[config.mk]
export PLATFORM = sky130hd
export DESIGN_NAME = bus_arbiter_rr
export DESIGN_NICKNAME = d
export VERILOG_FILES = /design/src/rtl/bus_arbiter_rr.sv
export SDC_FILE = /design/constraint.sdc
export NUM_CORES = 1
export LEC_CHECK = 0
export ABC_AREA = 1
export CAP_MARGIN = 10
export CORE_UTILIZATION = 35
export CTS_CLUSTER_DIAMETER = 60
export DETAILED_ROUTE_END_ITERATION = 8
export GPL_TIMING_DRIVEN = 0
export PLACE_DENSITY = 0.6
export SLEW_MARGIN = 40
export SYNTH_ARGS = -nofsm -noshare
export SYNTH_HDL_FRONTEND = slang
export SYNTH_SLANG_ARGS = --single-unit
export TNS_END_PERCENT = 30
[constraint.sdc]
create_clock -name clk -period 2.7 [get_ports clk]
set_clock_uncertainty 0.15 [all_clocks]
set_input_delay 0.27 -clock clk [delete_from_list [all_inputs] [get_ports clk]]
set_output_delay 0.27 -clock clk [all_outputs]
set_load 0.05 [all_outputs]
[src/rtl/bus_arbiter_rr.sv]
// -----------------------------------------------------------------------------
// bus_arbiter_rr
//
// Round-robin bus arbiter with a tenure limit and split parking.
//
// A single owner holds a registered one-hot grant. Ownership is lost when any
// of the following happens:
//   - the owner drops its request;
//   - the slave splits the owner's transfer;
//   - the owner reaches the tenure limit while another master is waiting.
// A split owner is parked in split_mask and stays ineligible until the slave
// pulses its split_release bit.
//
// Parameters
//   NUM_MASTERS  number of requesting masters (2..16)
//   MAX_HOLD     tenure limit in cycles when others wait; 0 disables it
//   SEL_W        derived width of m_select
//
// Ports
//   clk            clock, rising edge
//   rst_n          synchronous active-low reset
//   req            per-master request level
//   split          slave splits the current owner's transfer
//   split_release  per-master strobe that unparks a split master
//   grant          registered one-hot-or-zero grant
//   grant_valid    high while a grant bit is set
//   m_select       index of the granted master, 0 when idle
//   split_mask     masters currently parked by split
// -----------------------------------------------------------------------------
module bus_arbiter_rr #(
  parameter int  NUM_MASTERS = 4,
  parameter int  MAX_HOLD    = 16,
  localparam int SEL_W       = (NUM_MASTERS > 1) ? $clog2(NUM_MASTERS) : 1
) (
  input  logic                   clk,
  input  logic                   rst_n,
  input  logic [NUM_MASTERS-1:0] req,
  input  logic                   split,
  input  logic [NUM_MASTERS-1:0] split_release,
  output logic [NUM_MASTERS-1:0] grant,
  output logic                   grant_valid,
  output logic [SEL_W-1:0]       m_select,
  output logic [NUM_MASTERS-1:0] split_mask
);

  // The counter only has to reach MAX_HOLD-1, where it saturates.
  localparam int CNT_W = (MAX_HOLD > 1) ? $clog2(MAX_HOLD) : 1;
  localparam logic [CNT_W-1:0] HOLD_LAST =
    (MAX_HOLD > 0) ? CNT_W'(MAX_HOLD - 1) : {CNT_W{1'b1}};
  localparam bit HOLD_EN = (MAX_HOLD > 0);

  typedef enum logic {
    IDLE  = 1'b0,
    OWNED = 1'b1
  } state_t;

  state_t                 state_reg, state_next;
  logic [NUM_MASTERS-1:0] grant_reg, grant_next;
  logic                   grant_valid_reg, grant_valid_next;
  logic [SEL_W-1:0]       sel_reg, sel_next;
  logic [NUM_MASTERS-1:0] mask_reg, mask_next;
  logic [CNT_W-1:0]       hold_reg, hold_next;
  // Index at which the next round-robin search begins (last owner + 1).
  logic [SEL_W-1:0]       ptr_reg, ptr_next;

  logic [NUM_MASTERS-1:0] cand;
  logic                   pick_found;
  logic [SEL_W-1:0]       pick_idx;
  logic [NUM_MASTERS-1:0] pick_onehot;
  logic                   owner_req;
  logic                   do_take;
  logic                   do_idle;

  // Candidates are the unparked requesters, minus the current owner. The
  // owner's grant is zero in IDLE, so one expression serves both states.
  assign cand      = req & ~mask_reg & ~grant_reg;
  assign owner_req = req[sel_reg];

  // Rotating priority search starting at ptr_reg.
  always_comb begin
    pick_found = 1'b0;
    pick_idx   = '0;
    for (int i = 0; i < NUM_MASTERS; i++) begin
      if (!pick_found && cand[(int'(ptr_reg) + i) % NUM_MASTERS]) begin
        pick_found = 1'b1;
        pick_idx   = SEL_W'((int'(ptr_reg) + i) % NUM_MASTERS);
      end
    end
  end

  for (genvar gi = 0; gi < NUM_MASTERS; gi++) begin : g_onehot
    assign pick_onehot[gi] = (pick_idx == SEL_W'(gi));
  end

  always_comb begin
    state_next       = state_reg;
    grant_next       = grant_reg;
    grant_valid_next = grant_valid_reg;
    sel_next         = sel_reg;
    hold_next        = hold_reg;
    ptr_next         = ptr_reg;
    // Releases apply every cycle; a same-cycle split of the owner is OR-ed in
    // afterwards so the split wins.
    mask_next        = mask_reg & ~split_release;
    do_take          = 1'b0;
    do_idle          = 1'b0;

    case (state_reg)
      IDLE: begin
        if (pick_found) do_take = 1'b1;
      end
      OWNED: begin
        if (split) begin
          mask_next = mask_next | grant_reg;
          do_take   = pick_found;
          do_idle   = !pick_found;
        end else if (!owner_req) begin
          do_take = pick_found;
          do_idle = !pick_found;
        end else if (HOLD_EN && (hold_reg == HOLD_LAST) && pick_found) begin
          do_take = 1'b1;
        end else if (hold_reg != HOLD_LAST) begin
          hold_next = hold_reg + CNT_W'(1);
        end
      end
      default: do_idle = 1'b1;
    endcase

    if (do_take) begin
      state_next       = OWNED;
      grant_next       = pick_onehot;
      grant_valid_next = 1'b1;
      sel_next         = pick_idx;
      hold_next        = '0;
      ptr_next         = SEL_W'((int'(pick_idx) + 1) % NUM_MASTERS);
    end else if (do_idle) begin
      state_next       = IDLE;
      grant_next       = '0;
      grant_valid_next = 1'b0;
      sel_next         = '0;
      hold_next        = '0;
    end
  end

  always_ff @(posedge clk) begin
    if (!rst_n) begin
      state_reg       <= IDLE;
      grant_reg       <= '0;
      grant_valid_reg <= 1'b0;
      sel_reg         <= '0;
      mask_reg        <= '0;
      hold_reg        <= '0;
      ptr_reg         <= '0;
    end else begin
      state_reg       <= state_next;
      grant_reg       <= grant_next;
      grant_valid_reg <= grant_valid_next;
      sel_reg         <= sel_next;
      mask_reg        <= mask_next;
      hold_reg        <= hold_next;
      ptr_reg         <= ptr_next;
    end
  end

  assign grant       = grant_reg;
  assign grant_valid = grant_valid_reg;
  assign m_select    = sel_reg;
  assign split_mask  = mask_reg;

endmodule

## After elaboration in Yosys (flattened, before gate mapping)

Index checks and enable logic that the tools add are counted.

| word-level totals | value |
|---|---|
| bits in registers | 17 |
| logic and storage cells | 87 |

| operators by class | value |
|---|---|
| order comparisons | 5 |
| bitwise operators | 14 |
| equal/unequal tests | 5 |
| multiplexer cells | 37 |
| $add $sub $neg | 5 |
| reductions and logical operators | 15 |

Operators with widths:

| kind | count |
|---|---|
| $mux W1 | 21 |
| $mux W4 | 4 |
| $and A4 B4 Y4 | 3 |
| $lt A3 B4 Y1 const B | 3 |
| $mux W2 | 6 |
| $not A4 Y4 | 3 |
| $bmux W1 S2 | 5 |
| $lt A2 B3 Y1 const B | 2 |
| $reduce_or A2 Y1 | 3 |
| $reduce_and A5 Y1 | 1 |
| $add A2 B1 Y2 const B | 2 |
| $add A2 B2 Y2 const B | 2 |
| $add A4 B1 Y4 const B | 1 |
| $eq A2 B2 Y1 const B | 2 |
| $eq A4 B4 Y1 const B | 1 |
| $logic_and A1 B1 Y1 | 4 |
| $logic_not A1 Y1 | 4 |
| $ne A4 B4 Y1 const B | 1 |
| $not A1 Y1 | 4 |
| $or A4 B4 Y4 | 1 |
| $and A1 B1 Y1 const A | 3 |
| $reduce_or A3 Y1 | 1 |
| $eq A2 B1 Y1 const B | 1 |
| $logic_not A2 Y1 | 1 |
| 2 further kinds | 2 |

## Depth between registers and ports, before layout

| depth | value |
|---|---|
| word-level depth | 21 |
| gate-level depth with buffers | 15 |
| gate-level depth less buffers | 14 |

## Worst setup path before layout

No wires, ideal clock.

| path | value |
|---|---|
| path kind | reg-to-reg |
| start | register grant_reg[3] (netlist: grant[3]) |
| end | register ptr_reg[1] |
| arrival time | 2.008 ns |
| slack | 0.422 ns |
| path buffers | 0 |
| period minus slack after synthesis | 2.278 ns |
| stages on the path, launching flop included | 13 |
| required time | 2.431 ns |
| cell sequence | dfxtp_1 -> nor2_1 -> nand3_1 -> nand3_1 -> nand2_4 -> nand2_2 -> nor2_4 -> nand3_1 -> nand2_1 -> inv_1 -> ha_1 -> o21ai_0 -> a21oi_1 |

| on the way | value |
|---|---|
| longest elaborated chain between the ends | 19 |
| elaborated cells between the ends (all ways) | 34 |

Ends and longest elaborated chain:

| item | RTL line | RTL |
|---|---|---|
| start, declared | 58 | `logic [NUM_MASTERS-1:0] grant_reg, grant_next;` |
| start signal, assigned | 156 | `grant_reg <= grant_next;` |
| $not A4 Y4 (*) | 76 | `assign cand = req & ~mask_reg & ~grant_reg;` |
| $and A4 B4 Y4 (*) | 76 |  |
| $bmux W1 S2 | 84 | `if (!pick_found && cand[(int'(ptr_reg) + i) % NUM_MASTERS]) begin` |
| $mux W1 (implied by the code) | 84 |  |
| $mux W1 | 84 |  |
| $logic_not A1 Y1 | 84 |  |
| $logic_and A1 B1 Y1 | 84 |  |
| $mux W1 | 84 |  |
| [3 not listed] | - |  |
| $logic_not A1 Y1 | 84 |  |
| $logic_and A1 B1 Y1 | 84 |  |
| $mux W1 | 84 |  |
| $logic_and A1 B1 Y1 | 120 | `end else if (HOLD_EN && (hold_reg == HOLD_LAST) && pick_found) begin` |
| $mux W1 | 120 |  |
| $mux W1 | 117 | `end else if (!owner_req) begin` |
| $mux W1 | 113 | `if (split) begin` |
| $pmux W1 S2 | 108 | `case (state_reg)` |
| end signal, assigned | 161 | `ptr_reg <= ptr_next;` |
| end, declared | 64 | `logic [SEL_W-1:0] ptr_reg, ptr_next;` |

Mark *: on every way between the ends. The rest lies on a longest branch, timed or not. The select of a mux whose other input is x is not followed.
A chain may end at the register's enable or synchronous reset.

## Final worst setup path

| path | value |
|---|---|
| start | register ptr_reg[0] |
| end | register ptr_reg[1] |

| on the way | value |
|---|---|
| longest elaborated chain between the ends | 17 |
| elaborated cells between the ends (all ways) | 35 |

Ends and longest elaborated chain:

| item | RTL line |
|---|---|
| $add A2 B1 Y2 / $bmux W1 S2 (equally long branches) | 84, 86 |
| $bmux W1 S2 / $mux W1 (equally long branches) | 84 |
| $mux W1 (implied by the code) | 84 |
| $mux W1 (implied by the code) / $logic_not A1 Y1 (equally long branches) | 84 |
| $logic_and A1 B1 Y1 | 84 |
| $mux W1 | 84 |
| $logic_not A1 Y1 | 84 |
| $logic_and A1 B1 Y1 | 84 |
| $mux W1 | 84 |
| $logic_not A1 Y1 | 84 |
| $logic_and A1 B1 Y1 | 84 |
| $mux W1 | 84 |
| $logic_and A1 B1 Y1 | 120 |
| $mux W1 | 120 |
| $mux W1 | 117 |
| $mux W1 | 113 |
| $pmux W1 S2 | 108 |

Several ways; a longest one is shown, not always the timed one. The select of a mux whose other input is x is not followed.

==> impl_metrics.toml <==
[synth]
synth_cell_types = 25
async_flop_share_pct = 0
synth_area_per_cell_um2 = 7.13
syn_nets = 180
synth_top_flop_cell = "dfxtp_1"
synth-seq-area-share_pct = 29.1
synthesis.area_um2 = 1170
ys_seq_elements = 17
ys_warn_count = 0
synthCells = 164
synth-edff-count = 0

[floorplan]
core_area_um2 = 3100
fp.dieW_um = 59.8
initial_core_util_pct = 37.7
rows = 20
die_y_um = 59.8
ios = 22
dieArea_um2 = 3580

[critical_path]
required_ns = 2.74
endpoint_kind = "register"
ff2ff_setup_slack_ns = 0.50
cp_data_arrival_time_ns = 2.24
worstPathMaxFanout = 9
r2r_cells = 13
path_class = "register to register"
critPathLaunchType = "register"

[clock_tree]
htree_levels = 1
cts.sinks = 17
cts_setup_buffers = 0
clockRootBuffer = "clkbuf_4"
cts_buffer_depth = 2
cts-resized-gates = 0
cts_tree = "done"
cts_hold_buf = 0
worstSkewPairLatency_ns = 0.29
clkTransAtPathRegs_ns = 0.10
cts_buffers = 3

[power_and_ir_drop]
power_density_nw_per_um2 = 1110
ir_drop_mv = 0.382
leakagePower_nw = 0.647

[timing]
slew_headroom_pct = 66.4
final.min_clock_period_ns = 2.20
timing.fmax_mhz = 455
setup_ws_ns = 0.501
worst_pin_slew_ns = 0.503
fin_crit_sh_pct = 81.4
fin_tns_setup_ns = 0
setup_violations = 0
drv_slew = 0
grt_setup_unrepaired = "no"
hold_viol_final = 0

[job]
max-cap-violations = 0

[drt]
num_vias = 1124
via_per_inst = 4.82
dr.pass1.iters = 4
wl_per_cell_um = 11.7
antenna_left = 0
drt_iter0_drc = 75
wl_mm = 2.73
drc = 0

[cells_and_area]
area_growth_pct = 24.9
fillers = 358
diodes = 0
nNetsFinal = 206
drive_above_1_share_pct = 16.9
mostFrequentLayoutCell = "nand2_1"
layout_common_cells = "46 x nand2_1, 24 x nand3_1, 21 x clkdlybuf4s50_1, 17 x dfxtp_1, 12 x inv_1"

[global_route]
grt_pass1_wl_mm = 4.75
overflow = 0
antenna_found_initial = 0
gr-usage-all-layers_pct = 17.7
grt_start_max_net_pins = 10
grt_pass1_vias = 1072

[place]
dpl_worst_slack_ns = 0.263
port_buffers = 21
place_congestion = 0.851
dpl.hpwl_mm = 2.26

[min_path]
hp-class = "register to register"
holdPathStages = 2

[status]
run_status = "completed"
## final cells by class
class | count | area [µm²] | share of cell area [%]
Inverter | 17 | 76.3 | 5.22
Timing Repair Buffer | 21 | 210 | 14.4
Sequential cell | 17 | 340 | 23.3
Multi-Input combinational cell | 129 | 742 | 50.8
Tap cell | 44 | 55.1 | 3.77
Clock buffer | 4 | 26.3 | 1.80
Buffer | 1 | 11.3 | 0.771
## critical path, cell delays in order (launching register included)
cell,delay (ns)
dfxtp_1,0.34
buf_6,0.16
clkinv_8,0.08
nand3_2,0.10
nand3_1,0.10
nand2_2,0.15
inv_2,0.07
nor2_4,0.12
nand3_1,0.10
nand2_1,0.15
inv_1,0.08
ha_1,0.29
o21ai_0,0.16
a21oi_1,0.05
## metal layers
layer  up-vias  share of wire [%]  track usage (%)
met2        31                 50             30.6
met5         -                  0                0
li1        584                  -                -
met3         2                5.7             4.98
met1       507                 44             22.1
met4         0               0.37             2.99
## cells by family after synthesis
family                   synth area share [%]
XOR/XNOR                                 1.50
AO/OA/AOI/OAI                            6.74
adder cells (fa/ha/maj)                  5.35
buffers and inverters                    7.49
flip-flops                               29.1
AND/OR/NAND/NOR                          49.8
## worst paths after layout
kind	to	start
max	ptr_reg[1]	ptr_reg[0]
min	split_mask[0]	split_mask[0]
max reg2reg	ptr_reg[1]	ptr_reg[0]
min reg2reg	split_mask[0]	split_mask[0]
## where the power goes
part	switching [mW]	internal, mW	leakage [nW]
clock network	0.0780	0.0574	0.0150
registers	0.0603	0.306	0.139
logic	0.750	0.372	0.493
total	0.888	0.736	0.647
## Yosys cell counts (2+ instances only)
cell type | instances | area, µm²
dfxtp_1 | 17 | 340
nand3_2 | 8 | 80.1
xnor2_1 | 2 | 17.5
a21oi_1 | 10 | 50.1
ha_1 | 5 | 62.6
inv_2 | 4 | 15.0
nor2_4 | 3 | 33.8
nand2_4 | 3 | 33.8
nand3_1 | 24 | 120
inv_1 | 12 | 45.0
nand2_1 | 46 | 173
nand2_2 | 6 | 37.5
nor2_1 | 11 | 41.3
o21ai_0 | 2 | 10.0
## through the flow
stage / power [mW] / area [µm²] / util, % / hold WS [ns] / cells
after floorplan: 1.23 / 1170 / - / 0.230 / 164
after global placement: 1.47 / 1440 / 46.3 / 0.313 / 229
after detailed placement: 1.49 / 1440 / 46.3 / 0.321 / 229
after CTS: 1.64 / 1460 / 47.1 / 0.335 / 233
after global routing: 1.78 / 1460 / 47.1 / 0.361 / 233
final: 1.62 / 1460 / 47.1 / 0.331 / 233
No activity file was read; power rests on OpenSTA's default activity.
